## src/rtl/global_b_merger.sv

```systemverilog
// Merges the system AXI B responses of one split cluster write into a single B,
// then broadcasts that B to every cluster and waits until each cluster has taken it.
module global_b_merger #(
    parameter int unsigned NrClusters     = 4,
    parameter int unsigned MaxOutstanding = 4,
    parameter int unsigned IdWidth        = 5,
    parameter int unsigned CntWidth       = 8
) (
    input  logic                                   clk_i,
    input  logic                                   rst_ni,
    input  logic                                   split_valid_i,
    input  logic [CntWidth-1:0]                    split_cnt_i,
    output logic                                   split_ready_o,
    input  logic                                   sys_b_valid_i,
    input  logic [1:0]                             sys_b_resp_i,
    input  logic [IdWidth-1:0]                     sys_b_id_i,
    output logic                                   sys_b_ready_o,
    output logic [NrClusters-1:0]                  cl_b_valid_o,
    input  logic [NrClusters-1:0]                  cl_b_ready_i,
    output logic [1:0]                             cl_b_resp_o,
    output logic [IdWidth-1:0]                     cl_b_id_o,
    output logic [$clog2(MaxOutstanding+1)-1:0]    pending_o
);

    localparam int unsigned PtrWidth = (MaxOutstanding > 1) ? $clog2(MaxOutstanding) : 1;
    localparam int unsigned OccWidth = $clog2(MaxOutstanding + 1);

    typedef enum logic [1:0] {
        IDLE    = 2'd0,
        COLLECT = 2'd1,
        BCAST   = 2'd2
    } state_e;

    // EXOKAY is folded as OKAY so that the worst response wins by plain magnitude.
    function automatic logic [1:0] fold_resp(input logic [1:0] acc, input logic [1:0] resp);
        logic [1:0] mapped;
        mapped = (resp == 2'b01) ? 2'b00 : resp;
        return (mapped > acc) ? mapped : acc;
    endfunction

    logic [CntWidth-1:0] fifo_q [MaxOutstanding];
    logic [PtrWidth-1:0] wr_ptr_q, rd_ptr_q;
    logic [OccWidth-1:0] occ_q;
    logic                push, pop;

    state_e              state_q, state_d;
    logic [CntWidth-1:0] remaining_q, remaining_d;
    logic [1:0]          acc_q, acc_d;
    logic [IdWidth-1:0]  id_q, id_d;
    logic                first_q, first_d;
    logic [NrClusters-1:0] acked_q, acked_d;

    assign split_ready_o = (occ_q < OccWidth'(MaxOutstanding));
    assign push          = split_valid_i & split_ready_o;
    assign pending_o     = occ_q;
    assign cl_b_resp_o   = acc_q;
    assign cl_b_id_o     = id_q;

    // Count storage is data only; occupancy and pointers say what is valid.
    always_ff @(posedge clk_i) begin
        if (push) begin
            fifo_q[wr_ptr_q] <= (split_cnt_i == '0) ? CntWidth'(1) : split_cnt_i;
        end
    end

    always_ff @(posedge clk_i or negedge rst_ni) begin
        if (!rst_ni) begin
            wr_ptr_q <= '0;
            rd_ptr_q <= '0;
            occ_q    <= '0;
        end else begin
            if (push) wr_ptr_q <= wr_ptr_q + PtrWidth'(1);
            if (pop)  rd_ptr_q <= rd_ptr_q + PtrWidth'(1);
            if (push && !pop)      occ_q <= occ_q + OccWidth'(1);
            else if (!push && pop) occ_q <= occ_q - OccWidth'(1);
        end
    end

    always_comb begin
        state_d       = state_q;
        remaining_d   = remaining_q;
        acc_d         = acc_q;
        id_d          = id_q;
        first_d       = first_q;
        acked_d       = acked_q;
        pop           = 1'b0;
        sys_b_ready_o = 1'b0;
        cl_b_valid_o  = '0;
        unique case (state_q)
            IDLE: begin
                if (occ_q != '0) begin
                    remaining_d = fifo_q[rd_ptr_q];
                    acc_d       = 2'b00;
                    first_d     = 1'b1;
                    state_d     = COLLECT;
                end
            end
            COLLECT: begin
                sys_b_ready_o = 1'b1;
                if (sys_b_valid_i) begin
                    remaining_d = remaining_q - CntWidth'(1);
                    acc_d       = fold_resp(acc_q, sys_b_resp_i);
                    first_d     = 1'b0;
                    if (first_q) id_d = sys_b_id_i;
                    // Stored counts are never zero, so remaining reaches 1 before 0.
                    if (remaining_q == CntWidth'(1)) state_d = BCAST;
                end
            end
            BCAST: begin
                cl_b_valid_o = ~acked_q;
                acked_d      = acked_q | (cl_b_valid_o & cl_b_ready_i);
                if (&acked_d) begin
                    pop     = 1'b1;
                    acked_d = '0;
                    state_d = IDLE;
                end
            end
            default: state_d = IDLE;
        endcase
    end

    always_ff @(posedge clk_i or negedge rst_ni) begin
        if (!rst_ni) begin
            state_q     <= IDLE;
            remaining_q <= '0;
            acc_q       <= 2'b00;
            id_q        <= '0;
            first_q     <= 1'b0;
            acked_q     <= '0;
        end else begin
            state_q     <= state_d;
            remaining_q <= remaining_d;
            acc_q       <= acc_d;
            id_q        <= id_d;
            first_q     <= first_d;
            acked_q     <= acked_d;
        end
    end

endmodule

```

## config.mk

```make
export PLATFORM = sky130hd
export DESIGN_NAME = global_b_merger
export DESIGN_NICKNAME = d
export VERILOG_FILES = /design/src/rtl/global_b_merger.sv
export SDC_FILE = /design/constraint.sdc
export NUM_CORES = 1
export LEC_CHECK = 0
export BUFFER_PORTS_ARGS = -buffer_cell sky130_fd_sc_hd__buf_4
export CAP_MARGIN = 15
export CORE_MARGIN = 5
export CORE_UTILIZATION = 57
export DETAILED_ROUTE_END_ITERATION = 16
export PLACE_DENSITY = 0.87
export REMOVE_ABC_BUFFERS = 1
export SLEW_MARGIN = 20
export SYNTH_ARGS = -nofsm -noshare
export SYNTH_HDL_FRONTEND = slang
export SYNTH_SLANG_ARGS = --single-unit
```

## constraint.sdc

```tcl
create_clock -name clk_i -period 2.37 [get_ports clk_i]
set_input_delay 0.3555 -clock clk_i [delete_from_list [all_inputs] [get_ports clk_i]]
set_output_delay 0.3555 -clock clk_i [all_outputs]
set_load 0.05 [all_outputs]
```

# Word-level counts from Yosys, hierarchy flattened
# Memories as Yosys holds them, arrays and structs flattened.
# Index checks and enable logic that the tools add are counted.
[classes]
n_addsub = 5
order_cmp = 2
eq_ne = 9
muxes = 26
bitwise = 4
reduce_logical = 14
[ops]
columns = ["cell", "count"]
rows = [
  ["8-bit two-way mux", 3],
  ["2-bit two-way mux", 8],
  ["8-bit case mux with 2 select lines", 1],
  ["4-bit AND reduction", 3],
  ["2-bit inequality test (second input constant)", 5],
  ["8-bit by 1-bit == test with 1-bit output (second input constant)", 1],
  ["8-bit zero test", 1],
  ["4-bit two-way mux", 2],
  ["8-bit by 1-bit subtractor with 8-bit output (second input constant)", 1],
  ["1-bit two-way mux", 7],
  ["3-bit two-way mux", 2],
  ["2-bit case mux with 3 select lines", 1],
  ["3-bit AND reduction", 2],
  ["2-bit by 1-bit adder with 2-bit output (second input constant)", 2],
  ["4-bit AND", 1],
  ["2-bit by 1-bit == test with 1-bit output (second input constant)", 2],
  ["4-bit NOT", 1],
  ["4-bit OR", 1],
  ["2-bit case mux with 2 select lines", 1],
  ["2-bit nonzero test", 2],
  ["3-bit by 1-bit adder with 3-bit output (second input constant)", 1],
  ["3-bit < comparator (second input constant)", 1],
  ["3-bit nonzero test", 1],
  ["3-bit by 1-bit subtractor with 3-bit output (second input constant)", 1],
  ["other kinds (7)", 9],
]
[word_totals]
register_bits = 29
ramBits = 32
in_bits = 23
out_inout_bits = 16
elab_cells = 70
memories = 1
[memory_table]
columns = ["memory", "words", "width", "rd", "rd_ports_with_merged_regs", "wr", "line", "rtl"]
rows = [
  ["fifo_q", 4, 8, 1, 0, 1, "41", "logic [CntWidth-1:0] fifo_q [MaxOutstanding];"],
]

# Longest topological paths before layout
# Gate-level depths: netlist of the first run.
[logic_depth]
ltp_word = 9
depth_mapped = 10
ltp_nobuf = 9

# Least setup slack after synthesis of the first run
# Ideal clock, no wire load.
[synth_timing]
path_kind = "reg2reg"
startpoint = "reg state_q[0]"
endpoint = "reg occ_q[1], in the netlist pending_o[1]"
setup_time_ps = 125
arrival_ps = 1974
required_ps = 2245
setup_slack_ps = 271
stages_incl_launch_ff = 8
n_path_buf = 0
period_less_slack_ps = 2099
path_cell_list = "dfrtp_1 > nand2b_1 > nor3_2 > inv_1 > ha_1 > inv_1 > fa_1 > mux2_2"
[synth_between]
elab_chain_len = 5
elab_cells_between_ends = 7
cone_classes = "1 x eq/ne; 2 x mux; 4 x reduce/logical"
[synth_lines]
columns = ["element", "line", "rtl"]
rows = [
  ["start: declaration", "46", "state_e state_q, state_d;"],
  ["start signal: assignment", "131", "state_q <= state_d;"],
  ["2-bit == test (*)", "89", "unique case (state_q)"],
  ["1-bit two-way mux (*)", "89", ""],
  ["1-bit zero test", "74", "if (push && !pop) occ_q <= occ_q + OccWidth'(1);"],
  ["1-bit logical AND", "74", ""],
  ["3-bit two-way mux or 2-bit nonzero test (tied branches)", "--", ""],
  ["end signal: assignment", "74", ""],
  ["end signal: assignment", "75", "else if (!push && pop) occ_q <= occ_q - OccWidth'(1);"],
  ["end: declaration", "43", "logic [OccWidth-1:0] occ_q;"],
]
# Every way passes the cells marked *; elsewhere a longest branch is shown, timed or not.
# A chain may end at the register's enable or synchronous reset.

# Final worst setup path of the first run
[layout_timing]
startpoint = "reg state_q[1]"
endpoint = "reg occ_q[1], in the netlist pending_o[1]"
# The elaborated chain is that of the path after synthesis.

==> results, run 1 <==
- The power per cell area is 1090 nW/um^2.
- Walking the worst path, the cells encountered are nand2b_1, nor3_2, inv_1, ha_1, inv_1, fa_1, mux2_2.
- The total congestion overflow after global routing is 0.
- The data required time of the worst path is 2590 ps.
- The CTS sink count is 61.
- The endpoint of the lowest-slack register-to-register path is pending_o[1]$_DFFE_PN0P_.
- The worst hold path stage count is 1.
- The start point of the worst hold path is split_cnt_i[6].
- Synthesis handed over a netlist of roughly 210 instances.
- The CTS tree is yes.
- The total count of max-transition violations in the final report came to 0.
- In this design, the stage delay of the slowest critical-path cell is between 400 and 500 ps.
- The number of antenna violations at the first check in global routing is 0.
- The run finished with clean final reports.
- The cell at the root of the clock tree is sky130_fd_sc_hd__clkbuf_8.
- The post-placement cell area is 3150 sq um.
- The die is roughly 81 um wide.
- The number of primary I/O pins is 39.
- The number of buffers and inverters on the critical path is 2.
- The share of the clock period used by the worst path after layout is 0.864.
- The number of detailed-route iterations in the first pass is 4.
- Counting the buffers created by CTS gives 9.
- The number of hold violations in the final report came to 0.
- Along the worst path, the maximum fanout reaches 9.
- Compared with the post-synthesis result, the final layout area differs by 18.7%.
- The initial core utilization is 0.592.
- The number of warnings issued by yosys is 0.
- Headroom to the max-slew limit came out at 0.588.
- Across the run, the number of max-cap violations was 0.
- In this run the register-to-register setup slack is 320 ps.
- The clock passes through at most 2 buffers.
- The number of global-route vias before repair is between 1500 and 2000.
- The floorplan row count is 25.
- The count of nets left with antenna violations after detail routing is 0.
- After detailed routing, the number of vias per cell comes to approximately 5.6.
- Of the total synthesized cell area, the portion taken by XOR and XNOR cells is 0.0185.
- After floorplanning, the core was sized to cover between 4000 and 5000 sq um.
- In the final layout, the share of cells above drive strength 1 is 0.306.
- The classification of the worst-slack hold path is in -> reg.
- 0 antenna diodes ended up in the layout.
- The clock latency on the worst-skew pair is between 300 and 400 ps.
- The weighted congestion reported at the end of routability-driven placement is between 0.7 and 0.8.
- Synthesis inferred 61 register bits.
- For this run, the leading register cell type out of synthesis is sky130_fd_sc_hd__edfxtp_1.
- Of the total synthesized cell area, the portion taken by full adders, half adders and majority gates is 0.0468.
- The type of the worst setup path is reg -> reg.
- The average detailed-routed wire length per instance is 16.4 um.
- The tightest hold path in the finished design has a slack of roughly 230 ps.
- The startpoint identified for the worst register-to-register timing path is state_q[1]$_DFFE_PN0P_.
- The estimated wirelength of the detail-placed design is 3880 um.
- Grouping stages by cell kind, the critical path spends the most delay in adder cells.
- The utilization of the core after routing is 0.703.
- The worst min-delay path endpoint is fifo_q[0][6]$_DFFE_PP_.
- The summed negative setup slack over all endpoints is 0 ps.
- The die covers roughly 6500 sq um.
- The routed layout has 1810 vias.
- CTS built an H-tree with a depth of 3.
- STA puts the critical path data arrival time at about 2300 ps.
- The filler cells instantiated in the layout total between 300 and 400.
- After synthesis, the largest family of logic cells by area is simple AND/OR/NAND/NOR gates.
- For this run, design rule violations remaining after detail routing come to 0.
- Measured in cells, the most critical reg-to-reg path has a length of 7.
- Setup repair after global routing left no endpoint under its margin.
- Setup slack on the critical path of the routed design comes to ~320 ps.
- The total non-filler cell area in the finished layout is ~3400 sq um.
- After synthesis the cells add up to approximately 2800 sq um.
- The maximum number of pins on one net before global-route repair is 30.
- The placed instance count is 308.
- The global routing usage summed across all routing layers is 0.188.
- The upper clock frequency limit is a little under 0.5 GHz.
- The simple logic cell fraction of the synthesized area is 0.118.
- The count of port buffers added during placement is 38.
- The number of endpoints failing setup at the final stage is 0.
- At the end of the flow, the number of nets in the layout was 286.
- The overall power after layout is 3.65 mW.
- For the pin with the worst max-slew slack, the measured transition is 613 ps.
- STA classifies the critical path startpoint as a flip-flop.
- The share of the Yosys chip area taken by registers is 0.595.
- The most frequent cell on the critical path is sky130_fd_sc_hd__inv_1.
- The kind of end point of the critical path is a flip-flop.
- The post-synthesis async set-or-reset flop share is 0.475.
- Across the VDD grid, the largest voltage drop is between 600 and 700 uV.
- The slowest stage of the critical path belongs to the cell sky130_fd_sc_hd__dfrtp_1.
- The number of flops mapped to enable cells by yosys is 32.
- The wire length of the first global-routing pass is ~8700 um.
- The clock period minus final worst setup slack is about 2000 ps.
- Leaving out filler cells and counting taps, the final layout contains 325.
- Of the post-synthesis cell area, the part taken by muxes is 0.100.
- The vertical die dimension is 80.5 um.
- The share of the synthesized area in compound gates (AO/OA/AOI/OAI) is 0.0764.
- The number of DRC markers in iteration 0 is between 150 and 200.
- The number of post-CTS setup repair buffers is 0.
- The worst setup slack before clock tree synthesis is between 300 and 400 ps.
- The mean post-synth cell area is 13.2 sq um.
- The final clock skew is 3.99 ps.
- The clock slew seen by the registers of the worst setup and hold paths is roughly 70 ps.
- The leakage power is approximately 1.4 nW.
- The final wirelength is 5320 um.
- Yosys mapped the design onto between 40 and 50 distinct sky130hd cell types.
==> kinds of logic after synthesis <==
logic type,Yosys count
buf+inv,26
xor+xnor,6
flops,61
compound gates,32
simple gates,62
fa+ha+maj,10
mux,17
==> area by class of cell <==
cell class | instances | area, sq um | area share
clock buffer | 11 | 131 | 0.0391
clock inverter | 5 | 75.1 | 0.0223
inverter | 11 | 41.3 | 0.0123
multi-input combinational | 127 | 1020 | 0.303
sequential | 61 | 1690 | 0.501
tap | 67 | 83.8 | 0.0249
timing repair buffer | 43 | 325 | 0.0967
==> worst max path at each step <==
stage / endpoint / start / cells past startpoint / slack [ps]
final: pending_o[1]$_DFFE_PN0P_ / state_q[1]$_DFFE_PN0P_ / 7 / 320
after detailed placement: pending_o[1]$_DFFE_PN0P_ / state_q[1]$_DFFE_PN0P_ / 7 / 340
after global routing: pending_o[1]$_DFFE_PN0P_ / state_q[1]$_DFFE_PN0P_ / 7 / 230
after global placement: pending_o[1]$_DFFE_PN0P_ / state_q[1]$_DFFE_PN0P_ / 7 / 400
after floorplan: pending_o[1]$_DFFE_PN0P_ / state_q[0]$_DFFE_PN0P_ / 7 / 150
after CTS: pending_o[1]$_DFFE_PN0P_ / state_q[1]$_DFFE_PN0P_ / 7 / 330
==> layout by cell type, fill, tap and decap left out, types with 3 or more instances in the layout <==
master,n
sky130_fd_sc_hd__a21o_1,3
sky130_fd_sc_hd__a21oi_1,6
sky130_fd_sc_hd__and2_1,4
sky130_fd_sc_hd__and3_1,3
sky130_fd_sc_hd__buf_4,42
sky130_fd_sc_hd__clkbuf_8,9
sky130_fd_sc_hd__clkinv_2,3
sky130_fd_sc_hd__dfrtp_1,29
sky130_fd_sc_hd__edfxtp_1,32
sky130_fd_sc_hd__ha_1,9
sky130_fd_sc_hd__inv_1,10
sky130_fd_sc_hd__mux2_2,5
sky130_fd_sc_hd__mux4_2,8
sky130_fd_sc_hd__nand2_1,9
sky130_fd_sc_hd__nand2b_1,4
sky130_fd_sc_hd__nor2_1,18
sky130_fd_sc_hd__nor2b_1,4
sky130_fd_sc_hd__nor3_1,7
sky130_fd_sc_hd__nor4_1,3
sky130_fd_sc_hd__o21ai_0,8
sky130_fd_sc_hd__xnor2_1,4
==> registers in the layout (all words and copies together) (netlist names) <==
name,flops
acked_q,4
cl_b_id_o,5
cl_b_resp_o,2
fifo_q,32
first_q,1
pending_o,3
rd_ptr_q,2
remaining_q,8
state_q,2
wr_ptr_q,2
==> layer usage <==
layer	part of all wire	track usage
met1	0.40	0.217
met3	0.046	0.0437
met4	0.023	0.106
met2	0.53	0.319
met5	0	0
==> cell usage after synthesis, types with 3 or more instances <==
library cell,count,area share
sky130_fd_sc_hd__edfxtp_1,32,0.34
sky130_fd_sc_hd__dfrtp_1,29,0.26
sky130_fd_sc_hd__nor2_1,18,0.024
sky130_fd_sc_hd__clkbuf_1,10,0.013
sky130_fd_sc_hd__inv_1,10,0.013
sky130_fd_sc_hd__ha_1,9,0.040
sky130_fd_sc_hd__nand2_1,9,0.012
sky130_fd_sc_hd__mux4_2,8,0.064
sky130_fd_sc_hd__o21ai_0,8,0.014
sky130_fd_sc_hd__nor3_1,7,0.012
sky130_fd_sc_hd__a21oi_1,6,0.011
sky130_fd_sc_hd__mux2_2,5,0.020
sky130_fd_sc_hd__and2_1,4,0.0088
sky130_fd_sc_hd__nand2b_1,4,0.0088
sky130_fd_sc_hd__nor2b_1,4,0.0088
sky130_fd_sc_hd__xnor2_1,4,0.012
sky130_fd_sc_hd__a21o_1,3,0.0079
sky130_fd_sc_hd__and3_1,3,0.0066
sky130_fd_sc_hd__nor4_1,3,0.0066
==> power by group <==
| part | leakage, nW | internal [mW] | switching [mW] | total (mW) |
|---|---|---|---|---|
| clock network | 0.107 | 0.587 | 0.391 | 0.978 |
| logic | 0.642 | 0.436 | 0.694 | 1.13 |
| registers | 0.650 | 1.36 | 0.183 | 1.54 |
==> timing repair <==
action	in CTS	in global routing
endpoints found under the hold margin	29	0
hold buffers	1	0
gates resized for setup	0	0
Power figures use the tool's default switching activity.
==> run 2, diff against run 1 <==
- CAP_MARGIN: 15 -> not set
- CTS_BUF_LIST: not set -> sky130_fd_sc_hd__clkbuf_4
- PLACE_DENSITY: 0.87 -> 0.79
==> run 2 against run 1 <==
- clock power shrank 29%
- register-to-register slack improved by 30 ps
- sequential share of layout area increased by 1.1 points
- critical path type is now reg -> out
- via count is 3.2% lower
- critical path depth is 3 lower
- setup slack lost 18 ps
- die area unchanged
- non-clock buffer count is the same
- combinational power hardly changed
==> results, run 2 (synthesized netlist as in run 1, its figures left out) <==
- The type of the worst setup path is reg -> out.
- The synthesis-to-finish area growth is 16.1%.
- Including well taps, the total number of placed cells is 308.
- The worst slew margin relative to its limit is 0.590.
- In the global route stage, overall resource usage came out at 0.176.
- Across the run, the number of max-cap violations was 0.
- The combinational power share is 0.332.
- The weighted congestion reported at the end of routability-driven placement is 0.772.
- The number of hold violations in the final report came to 0.
- Static timing analysis puts the maximum clock frequency at 0.484 GHz.
- The vertical die dimension is between 80 and 90 um.
- Cell internal power was estimated by the tool at approximately 2.1 mW.
- The longest clock path from root to sink contains 2 buffers.
- The source of the worst register-to-register timing path is state_q[1]$_DFFE_PN0P_.
- In this run the count of I/O pins placed on the die edge is 39.
- The post-route DRC violation count is 0.
- The total count of max-transition violations in the final report is 0.
- The power per cell area is 1010 nW/um^2.
- 0 antenna diodes ended up in the layout.
- The number of non-filler instances in the completed layout is between 300 and 400.
- The data required time of the worst path is between 2000 and 2500 ps.
- The run finished with clean final reports.
- The wire length of the first global-routing pass is approximately 8300 um.
- On the final layout, the worst clock skew is about 12 ps.
- The CTS sink count is approximately 60.
- The leakage power is ~1.4 nW.
- Counting flops per register, the top entry is fifo_q.
- Entering global routing, the biggest net connects 30 pins.
- The switching power of the nets is ~1.2 mW.
- Counting cells, the worst reg-to-reg path comes to 7.
- The count of nets left with antenna violations after detail routing is 0.
- The number of antenna violations at the first check in global routing is 0.
- The largest voltage drop on the vdd net is 634 uV.
- The tree is rooted in a sky130_fd_sc_hd__clkbuf_4.
- The H-tree was split into 3 levels.
- The total overflow left after global routing is 0.
- The setup slack of the critical path after layout is 305 ps.
- The start point of the worst hold path is split_cnt_i[7].
- The overall power after layout is around 3.3 mW.
- Once the clock tree was built, the setup fixing pass inserted 0 buffers.
- The number of CTS-inserted buffers is 9.
- The number of nets at the end of the flow is about 290.
- Along the worst hold path, the cell count comes to 1.
- The clock slew seen by the registers of the worst setup and hold paths is roughly 100 ps.
- The final wirelength is a little under 5000 um.
- The tightest hold path in the finished design has a slack of 164 ps.
- The minimum setup slack among reg-to-reg paths is between 300 and 400 ps.
- The first routing iteration left around 130 violations.
- The number of global-route vias before repair was approximately 1800.
- STA classifies the critical path endpoint as an output pin.
- The library cells used most frequently in the layout, excluding fill and tap cells, are sky130_fd_sc_hd__buf_4, sky130_fd_sc_hd__edfxtp_1, sky130_fd_sc_hd__dfrtp_1.
- The initial core utilization is 0.592.
- The utilization of the core after routing is 0.688.
- Subtracting the final worst setup slack from the clock period gives 2060 ps.
- The die is about 81 um wide.
- The highest fanout seen on the critical path is 13.
- The post-placement cell area is 3150 sq um.
- The floorplan has 25 rows.
- Dividing the detail-routed via count by the number of cells gives about 5.4.
- The path class of the tightest hold or removal check is in -> reg.
- The CTS tree is yes.
- After routing the design area is between 3000 and 4000 sq um.
- The number of endpoints failing setup at the final stage is 0.
- In the final layout, the share of cells above drive strength 1 is 0.310.
- The switching portion of total power is 0.369.
- For the worst setup path, the data arrival time is about 1700 ps.
- The flip-flop count of the largest register, all copies and words added is 32.
- Setup repair after global routing left no endpoint under its margin.
- The die area is ~6500 sq um.
- The share of the clock period used by the worst path after layout is 0.871.
- Of the total power, the clock network draws 0.208.
- The region available for standard cell placement spans approximately 4800 sq um.
- The kind of launch point of the worst setup path is a flip-flop.
- For the pin with the worst max-slew slack, the measured transition is 610 ps.
- Of the total power, registers draw 0.460.
- The worst setup slack before clock tree synthesis is 362 ps.
- The average detailed-routed wire length per instance is between 15 and 20 um.
- Detailed placement finished with a half-perimeter wire length of 3540 um.
- The endpoint identified for the worst register-to-register timing path is pending_o[1]$_DFFE_PN0P_.
- The commonest non-fill, non-tap cell in the layout is sky130_fd_sc_hd__buf_4.
- The worst min-delay path endpoint is fifo_q[1][7]$_DFFE_PP_.
- The total via count after detailed routing is about 1800.
- Setup total negative slack on the finished layout was measured at 0 ps.
- The clock latency on the worst-skew pair is approximately 400 ps.
- The count of port buffers added during placement is 38.
- The first TritonRoute pass finished after 4 iterations.
## run 2: cell count changes in the layout (fill, tap and decap cells not counted)
cell	change
sky130_fd_sc_hd__clkinvlp_4	+3
sky130_fd_sc_hd__bufinv_16	-1
sky130_fd_sc_hd__clkbuf_8	-9
sky130_fd_sc_hd__clkinv_2	-1
sky130_fd_sc_hd__clkbuf_4	+9
sky130_fd_sc_hd__clkinv_1	+1
sky130_fd_sc_hd__clkbuf_1	-2
## run 2: final cells by class
cell class | count | area (sq um)
inverters | 11 | 41.3
flip-flops and latches | 61 | 1690
repair buffers | 43 | 325
clock inverters | 7 | 66.3
well taps | 67 | 83.8
multi-input cells | 127 | 1020
fillers | 344 | 1500
clock buffers | 9 | 67.6
## run 2: what timing repair did
item / in CTS / in global routing
hold endpoints to repair: 29 / 0
hold buffers: 1 / 0
gates resized for setup: 0 / 0
## run 2: worst max-delay path by stage
stage	start	depth (start not counted)	endpoint
after detailed placement	state_q[1]$_DFFE_PN0P_	7	pending_o[1]$_DFFE_PN0P_
after global routing	state_q[1]$_DFFE_PN0P_	3	sys_b_ready_o
final	state_q[0]$_DFFE_PN0P_	4	sys_b_ready_o
after global placement	state_q[1]$_DFFE_PN0P_	7	pending_o[1]$_DFFE_PN0P_
after floorplan	state_q[0]$_DFFE_PN0P_	7	pending_o[1]$_DFFE_PN0P_
after CTS	state_q[1]$_DFFE_PN0P_	3	sys_b_ready_o
## run 2: critical path, cell delays in order (launching register included)
cell and delay, ps:
sky130_fd_sc_hd__dfrtp_1 390, sky130_fd_sc_hd__buf_4 190, sky130_fd_sc_hd__nand2b_1 310, sky130_fd_sc_hd__inv_2 190, sky130_fd_sc_hd__buf_4 230
## run 2: routing by layer
layer  up-vias  GRT usage  wire [um]
met2        34      0.279       2380
met5         -          0          0
li1        856          -          -
met3        10     0.0516        192
met1       852      0.224       2270
met4         0     0.0777        103
## run 2: power groups by stage
stage | combinational [mW] | clock, mW | sequential [mW]
floorplan | 0.506 | 0 | 1.81
global placement | 1.09 | 0 | 1.54
detailed placement | 1.11 | 0 | 1.56
CTS | 1.12 | 0.708 | 1.54
global route | 1.22 | 0.755 | 1.57
finish | 1.11 | 0.692 | 1.53
==> run 3, diff against run 2 <==
--- a/config.mk
+++ b/config.mk
@@ -7,9 +7,11 @@
 export LEC_CHECK = 0
 export BUFFER_PORTS_ARGS = -buffer_cell sky130_fd_sc_hd__buf_4
+export CELL_PAD_IN_SITES_DETAIL_PLACEMENT = 1
+export CELL_PAD_IN_SITES_GLOBAL_PLACEMENT = 1
 export CORE_MARGIN = 5
-export CORE_UTILIZATION = 57
+export CORE_UTILIZATION = 48
 export CTS_BUF_LIST = sky130_fd_sc_hd__clkbuf_4
 export DETAILED_ROUTE_END_ITERATION = 16
-export PLACE_DENSITY = 0.79
+export PLACE_DENSITY_LB_ADDON = 0.1
 export REMOVE_ABC_BUFFERS = 1
 export SLEW_MARGIN = 20
==> constraint.sdc (replaced) <==
create_clock -name clk_i -period 2.37 [get_ports clk_i]
set_input_delay 0.237 -clock clk_i [delete_from_list [all_inputs] [get_ports clk_i]]
set_output_delay 0.237 -clock clk_i [all_outputs]
set_load 0.05 [all_outputs]
==> run 3 against run 2 <==
- global-route usage shrank 0.85 points
- fmax grew 0.80%
- combinational power is essentially flat
- non-clock buffer count is the same
- total power shrank 3.2%
- sequential power is essentially flat
- clock power shrank 16%
- setup slack gained 16 ps
- largest cell class unchanged
- largest power group unchanged
==> results, run 3 (synthesized netlist as in run 1, its figures left out) <==
- The run finished with clean final reports.
- The clock period could shrink to about 2000 ps.
- STA classifies the critical path endpoint as a flip-flop.
- The setup slack of the critical path after layout is about 320 ps.
- For this run, global-route usage on met3 was measured as 0.0485.
- TritonCTS built the clock tree.
- The register with the most flip-flops is fifo_q.
- In this run the static leakage power is between 1 and 1.5 nW.
- Power comes to between 3 and 4 mW.
- IR analysis of the VDD net gives a maximum drop of 560 uV.
- After detailed routing, the number of vias per cell comes to around 5.3.
- The area of the multi-input gates is slightly above 1000 sq um.
- The total via count after detailed routing is between 1500 and 2000.
- The highest fanout seen on the critical path is 9.
- The count of buffers added on input and output ports is 38.
- The die is between 80 and 90 um tall.
- The repair_antennas step left the layout with diodes totalling 0.
- The upper clock frequency limit is slightly below 0.5 GHz.
- The share of layout cells above drive strength 1 is 0.307.
- No sink is reached through more buffers than the 2 on the longest clock path.
- TritonCTS created 9 clock buffers.
- The register with the most flip-flops in the layout has 32 of them.
- The number of endpoints failing setup at the final stage is 0.
- In the layout the commonest cells are sky130_fd_sc_hd__buf_4, sky130_fd_sc_hd__edfxtp_1, sky130_fd_sc_hd__dfrtp_1.
- The endpoint of the lowest-slack register-to-register path is pending_o[1]$_DFFE_PN0P_.
- The data required time of the worst path is between 2000 and 3000 ps.
- Summed over all nets, the half-perimeter wirelength after detailed placement is between 4000 and 5000 um.
- Once layout is done, the placed cells without fillers occupy approximately 3300 sq um.
- The worst slew margin relative to its limit is 0.614.
- The number of detailed-route iterations in the first pass is 4.
- The kind of launch point of the worst setup path is a flip-flop.
- The post-route DRC violation count is 0.
- In this run the core area contains 28 standard-cell rows.
- The share of the clock period used by the worst path after layout is 0.864.
- Clock latency on the worst-skew pair, taken at its later pin, is a little under 400 ps.
- The number of DRC markers in iteration 0 is 53.
- The met1 layer usage reported by global route is 0.213.
- The die area is between 7000 and 8000 sq um.
- The slew at the pin with the worst max-slew slack is about 570 ps.
- The sequential cell area is 1690 sq um.
- The first global-routing pass estimated approximately 9500 um of wire.
- The CTS sink count is between 60 and 70.
- The core region is around 5800 sq um.
- The average detailed-routed wire length per instance is 16.8 um.
- The data arrival time of the critical path is 2330 ps.
- The total congestion overflow after global routing is 0.
- The minimum setup slack among reg-to-reg paths is approximately 320 ps.
- The global routing met2 resource utilization is 0.273.
- The number of global-route vias before repair was just under 2000.
- In this run the cell area measured after placement is ~3200 sq um.
- The number of hold violations in the final report was 0.
- The clock slew seen by the registers of the worst setup and hold paths is 100 ps.
- The number of cells on the worst reg-to-reg path is 7.
- The cell at the root of the clock tree is sky130_fd_sc_hd__clkbuf_4.
- The power per cell area is roughly 990 nW/um^2.
- The commonest non-fill, non-tap cell in the layout is sky130_fd_sc_hd__buf_4.
- Compared with the post-synthesis result, the final layout area differs by 15.4%.
- The number of antenna violations at the first check in global routing is 0.
- The worst setup slack before clock tree synthesis is about 310 ps.
- The final clock skew is about 11 ps.
- The source of the worst register-to-register timing path is state_q[1]$_DFFE_PN0P_.
- The weighted congestion reported at the end of routability-driven placement is roughly 0.77.
- The classification of the worst-slack hold path is in -> reg.
- The maximum number of pins on one net before global-route repair is 30.
- The total count of max-transition violations in the final report was 0.
- The post-cts repair resize count is 0.
- The number of nets at the end of the flow is about 290.
- The summed negative setup slack over all endpoints is 0 ps.
- The count of nets left with antenna violations after detail routing is 0.
- The type of the worst setup path is reg -> reg.
- The worst min-delay path endpoint is fifo_q[2][7]$_DFFE_PP_.
- The final wirelength is between 5000 and 6000 um.
- The clock tree synthesis step divided the H-tree into 3 levels.
- The global routing stage identified its most utilized layer as met2.
- The initial core utilization is 0.487.
- Counting instances, the worst hold path has a depth of 1.
- Counting the fill cells in the layout gives roughly 600.
- The start point of the worst hold path is split_cnt_i[7].
- Max-cap violations in this run came to 0.
- For this run, the total global-route usage over all layers was measured as 0.168.
- 39 I/O pins were placed.
- The die extent in x is 86.8 um.
- Setup repair after global routing left no endpoint under its margin.
## run 3: cell types whose count changed in the layout (fill, tap and decap cells not counted), sizes merged
cell      previous run  this run
clkbuf               9        10
bufinv               1         0
clkinvlp             3         2
## run 3: per-layer routing
layer | vias up | share of wire | routed length (um)
met4 | 0 | 0.013 | 72
met1 | 879 | 0.46 | 2580
met2 | 38 | 0.48 | 2670
met3 | 7 | 0.048 | 266
li1 | 849 | - | -
met5 | - | 0 | 0
## run 3: cell type report
class / instances / area share
clock inverter: 5 / 0.00880
timing repair buffer: 43 / 0.0995
multi-input combinational: 127 / 0.312
inverter: 11 / 0.0126
clock buffer: 10 / 0.0230
sequential: 61 / 0.516
tap: 75 / 0.0287
## run 3: worst max-delay path: stages, from the launching register on
cell	delay [ps]
sky130_fd_sc_hd__dfrtp_1	480
sky130_fd_sc_hd__nand2b_1	200
sky130_fd_sc_hd__nor3_2	270
sky130_fd_sc_hd__inv_1	70
sky130_fd_sc_hd__ha_1	210
sky130_fd_sc_hd__inv_1	70
sky130_fd_sc_hd__fa_1	400
sky130_fd_sc_hd__mux2_2	260
## run 3: through the flow
step | util | cells | hold WS [ps]
2_1_floorplan | - | 199 | -58.6
3_3_place_gp | 0.543 | 316 | 192
3_5_place_dp | 0.543 | 316 | 191
4_1_cts | 0.562 | 332 | 22.4
5_1_grt | 0.562 | 332 | 6.18
6_report | 0.562 | 332 | 50.0
## run 3: worst max path at each step
stage / startpoint / to / slack [ps] / cells past startpoint
CTS: state_q[1]$_DFFE_PN0P_ / pending_o[1]$_DFFE_PN0P_ / 300 / 7
global route: state_q[1]$_DFFE_PN0P_ / pending_o[1]$_DFFE_PN0P_ / 170 / 7
global placement: state_q[1]$_DFFE_PN0P_ / pending_o[1]$_DFFE_PN0P_ / 370 / 7
floorplan: state_q[0]$_DFFE_PN0P_ / pending_o[1]$_DFFE_PN0P_ / 150 / 7
finish: state_q[1]$_DFFE_PN0P_ / pending_o[1]$_DFFE_PN0P_ / 320 / 7
detailed placement: state_q[1]$_DFFE_PN0P_ / pending_o[1]$_DFFE_PN0P_ / 310 / 7
## run 3: where the power goes
part	switching, mW	leakage, nW	internal [mW]	total [mW]
Sequential	0.174	0.650	1.36	1.53
Clock	0.365	0.0557	0.214	0.580
Combinational	0.680	0.642	0.431	1.11
Total	1.22	1.35	2.00	3.22
## run 3: what timing repair did
action / 4_1_cts / 5_1_grt
endpoints found under the hold margin: 29 / 0
buffers inserted: 0 / 0
hold buffers: 1 / 0
setup endpoints to repair: 0 / 0
